<file path="src/rtl/uart_frame_tx.sv">
// uart_frame_tx: snapshots NUM_CH words on a trigger strobe and streams them to a byte
// transmitter as one frame: sync byte, payload bytes (ch0 first, each word MSB-first),
// and, when UART_FRAME_CHKSUM_EN is defined, a modulo-256 checksum of the payload.
// Drops triggers that arrive while a frame is in progress and counts them (saturating).

module uart_frame_tx #(
    parameter int unsigned DATA_W    = 16,
    parameter int unsigned NUM_CH    = 2,
    parameter logic [7:0]  SYNC_BYTE = 8'hA5
) (
    input  logic                     sys_clk,
    input  logic                     rst_n,
    input  logic                     handle,
    input  logic [NUM_CH*DATA_W-1:0] data,
    output logic [7:0]               tx_data,
    output logic                     tx_data_valid,
    input  logic                     tx_data_ready,
    output logic                     busy,
    output logic                     frame_done,
    output logic [7:0]               overrun_cnt
);

    localparam int BPC  = DATA_W / 8;        // bytes per channel word
    localparam int NB   = NUM_CH * BPC;      // payload bytes per frame
    localparam int IDXW = $clog2(NB + 1);

    localparam logic [1:0] ST_IDLE = 2'd0;
    localparam logic [1:0] ST_HDR  = 2'd1;
    localparam logic [1:0] ST_PAY  = 2'd2;
`ifdef UART_FRAME_CHKSUM_EN
    localparam logic [1:0] ST_CHK  = 2'd3;
`endif

    logic [1:0]               state_q, state_d;
    logic [IDXW-1:0]          idx_q, idx_d;
    logic [IDXW-1:0]          sel_idx;
    logic [NUM_CH*DATA_W-1:0] shadow_q, shadow_d;
    logic [7:0]               tx_data_q, tx_data_d;
    logic                     valid_q, valid_d;
    logic                     done_q, done_d;
    logic [7:0]               ovr_q, ovr_d;
    logic [7:0]               pay_bytes [NB];
    logic [7:0]               pay_sel;
    logic                     accept;
`ifdef UART_FRAME_CHKSUM_EN
    logic [7:0]               chk_q, chk_d;
`endif

    // Reorder the shadow word into transmit order: channel ascending, byte MSB-first.
    always_comb begin
        for (int k = 0; k < NB; k++) begin
            pay_bytes[k] = shadow_q[(k / BPC) * DATA_W + (BPC - 1 - k % BPC) * 8 +: 8];
        end
    end

    // Select the payload byte to present next: byte 0 after the sync, else the one after idx.
    always_comb begin
        sel_idx = (state_q == ST_PAY) ? idx_q + 1'b1 : idx_q;
        pay_sel = 8'h00;
        for (int k = 0; k < NB; k++) begin
            if (sel_idx == IDXW'(k)) pay_sel = pay_bytes[k];
        end
    end

    assign accept = valid_q & tx_data_ready;

    // Frame sequencing, byte presentation and overrun counting.
    always_comb begin
        state_d   = state_q;
        idx_d     = idx_q;
        shadow_d  = shadow_q;
        tx_data_d = tx_data_q;
        valid_d   = valid_q;
        done_d    = 1'b0;
        ovr_d     = ovr_q;
`ifdef UART_FRAME_CHKSUM_EN
        chk_d     = chk_q;
`endif

        if (handle && busy && (ovr_q != 8'hFF)) ovr_d = ovr_q + 8'd1;

        case (state_q)
            ST_IDLE: begin
                idx_d = '0;
                if (handle) begin
                    state_d   = ST_HDR;
                    shadow_d  = data;
                    tx_data_d = SYNC_BYTE;
                    valid_d   = 1'b1;
`ifdef UART_FRAME_CHKSUM_EN
                    chk_d     = 8'h00;
`endif
                end
            end
            ST_HDR: begin
                if (accept) begin
                    state_d   = ST_PAY;
                    tx_data_d = pay_sel;
                end
            end
            ST_PAY: begin
                if (accept) begin
                    idx_d = idx_q + 1'b1;
`ifdef UART_FRAME_CHKSUM_EN
                    chk_d = chk_q + tx_data_q;
`endif
                    if (idx_q == IDXW'(NB - 1)) begin
`ifdef UART_FRAME_CHKSUM_EN
                        state_d   = ST_CHK;
                        tx_data_d = chk_q + tx_data_q;
`else
                        state_d   = ST_IDLE;
                        valid_d   = 1'b0;
                        done_d    = 1'b1;
`endif
                    end else begin
                        tx_data_d = pay_sel;
                    end
                end
            end
`ifdef UART_FRAME_CHKSUM_EN
            ST_CHK: begin
                if (accept) begin
                    state_d = ST_IDLE;
                    valid_d = 1'b0;
                    done_d  = 1'b1;
                end
            end
`endif
            default: begin
                state_d = ST_IDLE;
                valid_d = 1'b0;
            end
        endcase
    end

    // State registers with synchronous active-low reset.
    always_ff @(posedge sys_clk) begin
        if (!rst_n) begin
            state_q   <= ST_IDLE;
            idx_q     <= '0;
            shadow_q  <= '0;
            tx_data_q <= 8'h00;
            valid_q   <= 1'b0;
            done_q    <= 1'b0;
            ovr_q     <= 8'h00;
`ifdef UART_FRAME_CHKSUM_EN
            chk_q     <= 8'h00;
`endif
        end else begin
            state_q   <= state_d;
            idx_q     <= idx_d;
            shadow_q  <= shadow_d;
            tx_data_q <= tx_data_d;
            valid_q   <= valid_d;
            done_q    <= done_d;
            ovr_q     <= ovr_d;
`ifdef UART_FRAME_CHKSUM_EN
            chk_q     <= chk_d;
`endif
        end
    end

    assign tx_data       = tx_data_q;
    assign tx_data_valid = valid_q;
    assign busy          = (state_q != ST_IDLE);
    assign frame_done    = done_q;
    assign overrun_cnt   = ovr_q;

endmodule

</file>
<file path="config.mk">
export PLATFORM = sky130hd
export DESIGN_NAME = uart_frame_tx
export DESIGN_NICKNAME = d
export VERILOG_FILES = /design/src/rtl/uart_frame_tx.sv
export SDC_FILE = /design/constraint.sdc
export NUM_CORES = 1
export LEC_CHECK = 0
export CORE_UTILIZATION = 50
export CTS_CLUSTER_DIAMETER = 40
export CTS_CLUSTER_SIZE = 24
export DETAILED_ROUTE_END_ITERATION = 6
export MAX_ROUTING_LAYER = met4
export PLACE_DENSITY = 0.77
export SYNTH_ARGS = -nofsm -noshare
export SYNTH_HDL_FRONTEND = slang
export SYNTH_SLANG_ARGS = --single-unit
</file>
<file path="constraint.sdc">
create_clock -name sys_clk -period 2 [get_ports sys_clk]
set_input_delay 0.4 -clock sys_clk [delete_from_list [all_inputs] [get_ports sys_clk]]
set_output_delay 0.4 -clock sys_clk [all_outputs]
set_load 0.02 [all_outputs]
</file>
==> run metrics <==
power per cell area=1080 nW/um^2; Max Clk Rate=0.518 GHz; R2R cell count=7; syn nets=340; Max H-tree Level=2; leakage=between 1 and 1.5 nW; synth cell count leaders=81 x nand2_1, 55 x dfxtp_1, 48 x a21oi_1, 13 x clkbuf_1; Pre-antenna DRT Iters=4; clk_lat worst skew=0.31 ns; first-pass GRT wire length=8.56 mm; MaxCap Viol Count=0; R2R setup slack=0.07 ns; Clock Pin Slew Worst Setup and Hold Paths=0.10 ns; Vias=2183; final setup vio count=0; register area share after synthesis=around 44%; Primary FF master, synth=dfxtp_1; synthesized cell area=2480 um^2; critical path arrival=1.53 ns; async set-reset flop share out of synthesis=0%; row count=25; Ys Warns=0; Fill cells=~400; outcome=finished clean; antenna violations before repair=0; top post-synthesis cells by area=dfxtp_1 44%, nand2_1 12%, a21oi_1 9.7%; deepest clock path buffer count=2; final worst-path cycle share=96.5%; critical path type=reg -> out; Design Power=between 3 and 4 mW; final hold vios=0; final setup margin=0.0695 ns; RR Startpoint=state_q[0]$_SDFFE_PN0P_; PortBufs=between 50 and 60; most numerous cell in the Yosys netlist=nand2_1; Worst Hold Launch=shadow_q[13]$_SDFFE_PN0P_; Chip Height=approximately 72 um; hold_ws=between 0.4 and 0.5 ns; antenna-violating nets left=0; Root Buffer=clkbuf_8; total grt overflow=0; GR Util All Layers=21.9%; CTS Sinks=55; Worst-Margin Slew=between 0.5 and 0.6 ns; worst slack, placed=-0.138 ns; final wirelength=5.53 mm; CP Launch Type=flop; count of different cell masters after synthesis=38; max-slew violation count=0; average instance area after synthesis=8.39 um^2; Final nets=396; via/cell ratio=5.20; Max Clock Skew=0.00654 ns; ant diodes=0; drt drc=0; Hold Path Class=reg -> reg; I/O pins=55; die width=slightly above 70 um; share of layout cells above drive strength 1=roughly an eighth; DR iter-0 viols=77; CTS tree=built; Post-CTS Setup Bufs=0; crit path max fanout=7; relative slew slack=63.3%; die area=approximately 5300 um^2; Final TNS setup=0 ns; Worst R2R End=tx_data[1]$_SDFFE_PN0P_; Worst Path Required=1.60 ns; Yosys reg bits=55; HPWL Detailed=3.89 mm; post-layout util=69.3%; Area growth syn-to-layout=32.8%; Post-synth EDFFs=0; hold path cells=2; GPL Wtd Cong=0.830; CP Capture Type=output pin; CORE AREA=4750 um^2; CTS Buf Count=5; Synth top area share=44.4%; WL/cell=13.2 um; vias in the first global route=1863; Worst VDD drop=0.703 mV; largest net degree at the start of global routing=36; Syn Inst Count=between 200 and 300; Starting Density=52.2%; post-layout min period=around 1.9 ns; Min-Delay Endpoint=shadow_q[13]$_SDFFE_PN0P_; Synth area leader=dfxtp_1
-- worst max path at each step --
stage | from | end | slack (ns) | depth (start not counted)
after global placement | handle | tx_data[2]$_SDFFE_PN0P_ | -0.1 | 5
final | state_q[0]$_SDFFE_PN0P_ | busy | 0.07 | 4
after global routing | state_q[0]$_SDFFE_PN0P_ | tx_data[3]$_SDFFE_PN0P_ | -0.03 | 6
after detailed placement | handle | tx_data[7]$_SDFFE_PN0P_ | -0.14 | 5
after floorplan | state_q[0]$_SDFFE_PN0P_ | tx_data[7]$_SDFFE_PN0P_ | 0.24 | 7
after CTS | state_q[0]$_SDFFE_PN0P_ | tx_data[1]$_SDFFE_PN0P_ | 0.01 | 5
-- metal layers --
layer  global-route usage (%)  part of all wire [%]
met5                        -                     0
met4                     6.32                   1.1
met3                     4.86                   3.4
met2                     34.4                    48
met1                     28.3                    48
-- registers in the layout, indices dropped and copies added, names as in the netlist --
name / flops
overrun_cnt: 8
tx_data_valid: 1
frame_done: 1
tx_data: 8
state_q: 2
shadow_q: 32
idx_q: 3
-- metrics by stage --
stage / cell area [um^2] / instances
after global placement: 3160 / 412
final: 3300 / 420
after detailed placement: 3160 / 412
after global routing: 3300 / 420
after floorplan: 2480 / 296
after CTS: 3250 / 420
-- report_power, final --
group	switching (mW)	total [mW]	internal, mW
registers	0.122	1.40	1.27
clock network	0.366	0.619	0.253
logic	0.827	1.54	0.712
-- worst max-delay path, cell delays in order, from the launching register on --
cell             delay (ns)
dfxtp_1                0.41
inv_1                  0.11
ha_1                   0.28
inv_1                  0.12
clkdlybuf4s15_1        0.31
-- cell families after synthesis --
family / synth area share, %
muxes: 6.96
and+or+nand+nor: 21.3
AOI/OAI and AO/OA: 17.6
DFF: 44.4
buffers and inverters: 4.08
xor gates and xnor gates: 1.66
adders and majority gates: 4.03
-- layout make-up --
| class | count | area, um^2 | share of cell area, % |
|---|---|---|---|
| Multi-Input combinational cell | 219 | 1330 | 40.2 |
| Sequential cell | 55 | 1100 | 33.4 |
| Timing Repair Buffer | 65 | 673 | 20.4 |
| Tap cell | 67 | 83.8 | 2.54 |
| Clock buffer | 6 | 72.6 | 2.20 |
| Inverter | 6 | 22.5 | 0.683 |
| Clock inverter | 2 | 16.3 | 0.494 |
-- layout by cell type, fill, tap and decap left out, drive strengths merged --
cell / n
nand2: 81
dfxtp: 55
clkdlybuf4s50: 53
a21oi: 48
mux2: 12
buf: 11
nor2: 10
o21ai: 9
ha: 8
and3: 7
inv: 7
clkbuf: 6
nand3: 5
a22oi: 5
or3: 4
o32ai: 4
mux2i: 3
nor3: 3
o31ai: 3
nor2b: 2
or4: 2
xor2: 2
and2: 1
a2bb2oi: 1
a21boi: 1
nor4: 1
o21bai: 1
a21o: 1
nor4b: 1
nand2b: 1
xnor2: 1
nand3b: 1
o311ai: 1
clkinvlp: 1
clkdlybuf4s15: 1
-- timing repair --
item | 4_1_cts | 5_1_grt
resized for setup | 2 | 8
setup endpoints to repair | 9 | 7
hold buffers | 0 | 0
(Power assumes the default switching activity.)
